### src/rtl/shift_pkg.sv
// shift_pkg: mode encodings, burst FSM states and a width-generic next-value function
package shift_pkg;
    localparam logic [2:0] MODE_HOLD = 3'd0;
    localparam logic [2:0] MODE_SHL  = 3'd1;
    localparam logic [2:0] MODE_SHR  = 3'd2;
    localparam logic [2:0] MODE_LOAD = 3'd3;
    localparam logic [2:0] MODE_ROTL = 3'd4;
    localparam logic [2:0] MODE_ROTR = 3'd5;
    localparam logic [2:0] MODE_ASHR = 3'd6;
    localparam logic [2:0] MODE_RSVD = 3'd7;
    localparam int MAXW = 64;

    typedef enum logic {ST_IDLE, ST_RUN} state_e;

    // Operates on the low w bits of a MAXW-wide vector; load and reserved hold.
    function automatic logic [MAXW-1:0] next_val(input logic [MAXW-1:0] v, input logic [2:0] op,
                                                 input logic sl, input logic sr, input int w);
        logic [MAXW-1:0] m, t, x;
        logic hi;
        m = (w >= MAXW) ? '1 : (MAXW'(1) << w) - MAXW'(1);
        t = MAXW'(1) << (w - 1);
        x = v & m;
        hi = |(x & t);
        case (op)
            MODE_SHL:  return ((x << 1) | MAXW'(sr)) & m;
            MODE_SHR:  return (x >> 1) | (sl ? t : '0);
            MODE_ROTL: return ((x << 1) | MAXW'(hi)) & m;
            MODE_ROTR: return (x >> 1) | (x[0] ? t : '0);
            MODE_ASHR: return (x >> 1) | (hi ? t : '0);
            default:   return x;
        endcase
    endfunction
endpackage

### src/rtl/usr_step.sv
// usr_step: combinational one-step next value of the shift register
module usr_step
    import shift_pkg::*;
#(
    parameter int WIDTH = 8
) (
    input  logic [WIDTH-1:0] q_i,
    input  logic [2:0]       op_i,
    input  logic             sin_l_i,
    input  logic             sin_r_i,
    output logic [WIDTH-1:0] next_q_o
);
    assign next_q_o = WIDTH'(next_val(MAXW'(q_i), op_i, sin_l_i, sin_r_i, WIDTH));
endmodule

### src/rtl/univ_shift_reg_p.sv
// univ_shift_reg_p: universal shift register with parallel load and an N-shift burst engine
module univ_shift_reg_p
    import shift_pkg::*;
#(
    parameter int WIDTH = 8,
    localparam int CW = $clog2(WIDTH + 1)
) (
    input  logic             clk,
    input  logic             reset,
    input  logic             ld,
    input  logic [WIDTH-1:0] din,
    input  logic             en,
    input  logic [2:0]       mode,
    input  logic             sin_r,
    input  logic             sin_l,
    input  logic             start,
    input  logic [CW-1:0]    nshift,
    output logic [WIDTH-1:0] q,
    output logic             sout_l,
    output logic             sout_r,
    output logic             busy,
    output logic             done
);
    state_e           state_q;
    logic [CW-1:0]    cnt_q;
    logic [2:0]       bmode_q;
    logic [WIDTH-1:0] q_q, q_d, step_q;
    logic             done_q;
    logic [2:0]       op;

    // While a burst runs the latched mode replaces the live one.
    assign op = (state_q == ST_RUN) ? bmode_q : mode;

    usr_step #(.WIDTH(WIDTH)) u_step (
        .q_i      (q_q),
        .op_i     (op),
        .sin_l_i  (sin_l),
        .sin_r_i  (sin_r),
        .next_q_o (step_q)
    );

    assign q_d = (mode == MODE_LOAD) ? din : step_q;

    always_ff @(posedge clk) begin
        if (reset) begin
            state_q <= ST_IDLE;
            cnt_q   <= '0;
            bmode_q <= MODE_HOLD;
            q_q     <= '0;
            done_q  <= 1'b0;
        end else begin
            done_q <= 1'b0;
            if (ld) begin
                q_q     <= din;
                state_q <= ST_IDLE;
                cnt_q   <= '0;
            end else if (state_q == ST_RUN) begin
                if (en) begin
                    q_q   <= step_q;
                    cnt_q <= cnt_q - CW'(1);
                    if (cnt_q == CW'(1)) begin
                        state_q <= ST_IDLE;
                        done_q  <= 1'b1;
                    end
                end
            end else if (start) begin
                if (nshift != '0) begin
                    state_q <= ST_RUN;
                    cnt_q   <= nshift;
                    bmode_q <= mode;
                end else begin
                    done_q <= 1'b1;
                end
            end else if (en) begin
                q_q <= q_d;
            end
        end
    end

    assign q      = q_q;
    assign sout_l = q_q[WIDTH-1];
    assign sout_r = q_q[0];
    assign busy   = (state_q == ST_RUN);
    assign done   = done_q;
endmodule

### config.mk
export PLATFORM = sky130hd
export DESIGN_NAME = univ_shift_reg_p
export DESIGN_NICKNAME = d
export VERILOG_FILES = /design/src/rtl/shift_pkg.sv /design/src/rtl/usr_step.sv /design/src/rtl/univ_shift_reg_p.sv
export SDC_FILE = /design/constraint.sdc
export NUM_CORES = 1
export LEC_CHECK = 0
export ABC_AREA = 1
export ABC_CLOCK_PERIOD_IN_PS = 3800
export CORE_ASPECT_RATIO = 2
export CORE_MARGIN = 10
export CORE_UTILIZATION = 45
export DETAILED_ROUTE_END_ITERATION = 16
export PLACE_DENSITY_LB_ADDON = 0.25
export SYNTH_ARGS = -nofsm -noshare
export SYNTH_HDL_FRONTEND = slang
export SYNTH_HIERARCHICAL = 1
export SYNTH_SLANG_ARGS = --single-unit
### constraint.sdc
create_clock -name clk -period 3.8 [get_ports clk]
set_input_delay 0.76 -clock clk [delete_from_list [all_inputs] [get_ports clk]]
set_output_delay 0.76 -clock clk [all_outputs]
set_load 0.05 [all_outputs]
Yosys cells after proc, flatten, opt, wreduce, memory -nomap -nowiden
Cells that the tools add are included.
- register bits after elaboration: 17
- input bits: 22
- output and inout port bits: 12
- logic and storage cells: 56
- add/sub/neg operators: 1
- equal/unequal tests: 10
- mux-type cells: 25
- bitwise gates (word level): 7
- reductions and logical operators: 8
- operators with widths (cell ; number):
    2-to-1 mux 8 bit ; 9
    case mux 8 bit (5 select lines) ; 1
    bitwise OR 7 x 8 -> 8 bit ; 3
    2-to-1 mux 4 bit ; 4
    bitwise OR 8 x 1 -> 8 bit ; 2
    2-to-1 mux 1 bit ; 10
    equality test 3 bit (second input constant) ; 3
    equality test 3 x 2 -> 1 bit (second input constant) ; 2
    AND reduction 3 bit ; 2
    equality test 4 x 1 -> 1 bit (second input constant) ; 1
    AND reduction 4 bit ; 1
    nonzero test 2 bit ; 2
    nonzero test 4 bit ; 1
    subtractor 4 x 1 -> 4 bit (second input constant) ; 1
    equality test 3 x 1 -> 1 bit (second input constant) ; 1
    2-to-1 mux 3 bit ; 1
    != test 3 x 2 -> 1 bit (second input constant) ; 1
    != test 3 bit (second input constant) ; 1
    nonzero test 3 bit ; 1
    != test 2 bit (second input constant) ; 1
    inverter 1 bit ; 2
    OR reduction 2 bit ; 1

Logic depth before layout (Yosys ltp)
- word-level depth: 8
- mapped depth: 13
- gate-level depth less buffers: 13

By module
The synthesis kept the hierarchy.
- by module, submodules not included (module ; times used ; cells each ; area an instance (um^2) ; sequential area each (um^2)):
    univ_shift_reg_p ; 1 ; 153 ; 974.7 ; 340.3
    usr_step ; 1 ; 55 ; 260.2 ; 0.0

Worst setup path before layout
Ideal clock, no wire load.
- path type: in2reg
- start point: input port mode[2]
- end point: register q_q[0], in the netlist q[0]
- library setup time: 0.070 ns
- arrival time: 2.069 ns
- data required time: 3.730 ns
- slack: 1.661 ns
- cell stages on the path: 12
- path buffers: 0
- path through: inv_1 o21ai_0 nor2_1 nand2_1 nand2_2 nor2_8 nand2_1 nand3_1 inv_1 nand3_1 nand2_1 a21oi_1
- cells in the longest elaborated chain, start to end: 8
- elaborated cells on any way between the ends: 14
- those cells by class: 6 x eq/ne; 8 x mux
- ends and longest elaborated chain (element ; line ; source):
    from (decl) ; univ_shift_reg_p.sv:13 ; input logic [2:0] mode,
    2-to-1 mux 3 bit (*) ; univ_shift_reg_p.sv:32 ; assign op = (state_q == ST_RUN) ? bmode_q : mode;
    named net op[2] ; univ_shift_reg_p.sv:29 ; logic [2:0] op;
    equality test 3 bit (tied with other cells) ; shift_pkg.sv:24 ; case (op)
    case mux 8 bit (5 select lines) (*) ; shift_pkg.sv:24 ;
    named net step_q[0] ; univ_shift_reg_p.sv:27 ; logic [WIDTH-1:0] q_q, q_d, step_q;
    2-to-1 mux 8 bit ; univ_shift_reg_p.sv:42 ; assign q_d = (mode == MODE_LOAD) ? din : step_q;
    2-to-1 mux 8 bit ; univ_shift_reg_p.sv:74 ; end else if (en) begin
    2-to-1 mux 8 bit ; univ_shift_reg_p.sv:66 ; end else if (start) begin
    2-to-1 mux 8 bit (*) ; univ_shift_reg_p.sv:57 ; end else if (state_q == ST_RUN) begin
    2-to-1 mux 8 bit (*) ; univ_shift_reg_p.sv:53 ; if (ld) begin
    to (signal assigned) ; univ_shift_reg_p.sv:54 ; q_q <= din;
    to (signal assigned) ; univ_shift_reg_p.sv:59 ; q_q <= step_q;
    to (signal assigned) ; univ_shift_reg_p.sv:75 ; q_q <= q_d;
    to (decl) ; univ_shift_reg_p.sv:27 ;
Mark *: on every way through the listed nets, which the timed path passes. The rest lies on a longest branch. The select of a mux whose other input is x is not followed.
A chain may end at the register's enable or synchronous reset.

Worst setup path after layout
- start point: input port mode[2]
- end point: register q_q[7], in the netlist q[7]
Same word-level chain as after synthesis.

==> out/metrics.yaml <==
port_buffers: 33
clkSinkCount: 17
grt_first_pass_wirelength_mm: 5.80
grt_pass1_vias: 1376
max_stage_delay_ns: 0.51
yosys.cell_count.top_type: "nand2_1"
grt-ovfl-total: 0
setup_viol: 0
clockBufferDepth: 2
cp.arrival_ns: 2.75
yosysTopAreaCell: "dfxtp_1"
drt_iter0_markers: 37
required_ns: 3.92
slew_viol_final: 0
globalplace.congestion: 0.815
crit_path_max_fanout: 8
nets: 265
layout_setup_ws_ns: 1.17
drive_gt1_frac: 0.0542
min-delay-path-class: "register to register"
yosysSeqAreaShare: 0.276
ant_nets: 0
fin_tns_setup_ns: 0
syn_nets: 232
synth_ff_type: "dfxtp_1"
leakage_nw: 0.759
ir_worst_vdd_v: 0.000269
postSynthCellCount: 208
wl_mm: 3.27
hold_slack_ns: 0.464
coreArea_mm2: 0.00260
cp_slowest_cell: "o21ai_0"
start_util: 0.475
clkTransAtPathRegs_ns: 0.07
clock_latency_ns: 0.25
via_count: 1378
timing.final.crit_share: 0.692
yosysWarnings: 6
worst_pin_slew_ns: 0.633
drc: 0
async_flop_share: 0
hold_viol: 0
startpoint_type: "primary input"
rows: 26
wl_per_cell_um: 12.2
fin_worst_skew_ns: 0.00186
cts_resized: 0
die-area_mm2: 0.00537
endpoint_kind: "register"
vias_per_cell: 5.14
rsz0062_at_grt: "no"
finalCriticalPeriod_ns: 2.63
nFillCells: 271
cts_setup_buffers: 0
synth.distinct_cells: 19
cts_tree: "done"
cts-buffers-inserted: 3
synth_commonest_cells: "nand2_1 (71), inv_1 (30), nand3_1 (22)"
postSynthAreaPerCell_um2: 5.94
die_w_um: 57.0
area_growth_pct: 29.9
synth_top_area_frac: 0.276
pre_cts_slack_ns: 0.940
synth_area_mm2: 0.00123
max-slew-margin-rel: 0.573
cellPowerDensity_mw_per_mm2: 335
fmax_mhz: 380
synth.area.top_cells: "dfxtp_1 (28%), nand2_1 (22%), inv_1 (9.1%), nand3_1 (8.9%), o21ai_0 (6.9%)"
worstSetupPathType: "primary input to register"
status: "finished clean"
ios: 34
h-tree-depth: 1
grt_start_max_net_pins: 17
dp_hpwl_mm: 2.65
drv_cap: 0
synth_edf_count: 0
antennaDiodeCount: 0
hold_buffers: 0
root_buffer: "clkbuf_8"
worstPathCellList: "clkdlybuf4s50_1, inv_1, o21ai_0, nor2_1, nand2_1, nand2_2, a21oi_1, nand3_1, inv_1, nand3_1, nand2_1, a21oi_1"
fp.dieH_um: 94.1
yosys_register_bits: 17
grtUsageTotal: 0.127
first_pass_iters: 4
antenna_found_initial: 0
[critical path: cells and delay by family]
kind,cells,cell delay (ns)
and+or+nand+nor,6,0.63
AOI/OAI and AO/OA,3,0.75
buffers and inverters,3,0.61
[area by class of cell]
class | count | area (µm²) | area share
clock buffers | 4 | 45.0 | 0.0281
flip-flops and latches | 17 | 340 | 0.212
repair buffers | 33 | 330 | 0.206
multi-input cells | 153 | 729 | 0.455
well taps | 28 | 35.0 | 0.0218
inverters | 33 | 124 | 0.0772
[logic make-up (layout without fill, tap and decap cells)]
kind of cell	Yosys count	in the layout	share of synthesized area
and+or+nand+nor	115	115	0.425
buffers and inverters	38	70	0.134
AOI/OAI and AO/OA	36	36	0.146
DFF	17	17	0.276
adders and majority gates	2	2	0.0203
[power by group]
| group | switching [W] | total [W] | leakage (nW) | internal, W |
|---|---|---|---|---|
| clock | 0.0000620 | 0.000136 | 0.0228 | 0.0000744 |
| sequential | 0.0000170 | 0.000208 | 0.140 | 0.000191 |
| combinational | 0.000118 | 0.000193 | 0.596 | 0.0000748 |
| total | 0.000197 | 0.000537 | 0.759 | 0.000340 |
[per-layer routing]
metal,wire (µm),global-route usage,share of wire,vias to the layer above
li1,-,-,-,720
met1,1160,0.113,0.36,619
met2,1880,0.255,0.58,33
met3,166,0.0298,0.051,6
met4,55,0.0512,0.017,0
met5,0,0,0,-
[final timing paths]
path	start	endpoint	slack (ns)	cells past startpoint
worst max register to register	busy	q[7]	1.69	10
worst min register to register	cnt_q[3]	cnt_q[3]	0.46	2
worst min-delay path	cnt_q[3]	cnt_q[3]	0.46	2
worst max-delay path	mode[2]	q[7]	1.17	12
[registers in the layout, indices dropped and copies added (netlist names)]
register and count:
done 1, busy 1, bmode_q 3, q 8, cnt_q 4
[placed cells by master, fill, tap and decap left out]
cell type / count
nor2_8: 1
inv_1: 30
dfxtp_1: 17
nand2_1: 71
o21ai_0: 17
nand2_2: 2
ha_1: 2
nor2_1: 13
nand4_1: 1
clkbuf_8: 3
nand3_2: 1
nand2_4: 2
nand3_1: 22
and3_1: 1
a21oi_1: 16
o21ai_1: 3
clkbuf_1: 1
nand4_4: 1
inv_2: 3
clkdlybuf4s50_1: 33
[through the flow]
step	cells	total power (W)	utilization	cell area, µm²
floorplan	208	0.000343	-	1230
global placement	264	0.000405	0.599	1560
detailed placement	264	0.000406	0.599	1560
CTS	268	0.000541	0.616	1600
global route	268	0.000572	0.616	1600
finish	268	0.000537	0.616	1600
No activity file was read; power rests on OpenSTA's default activity.
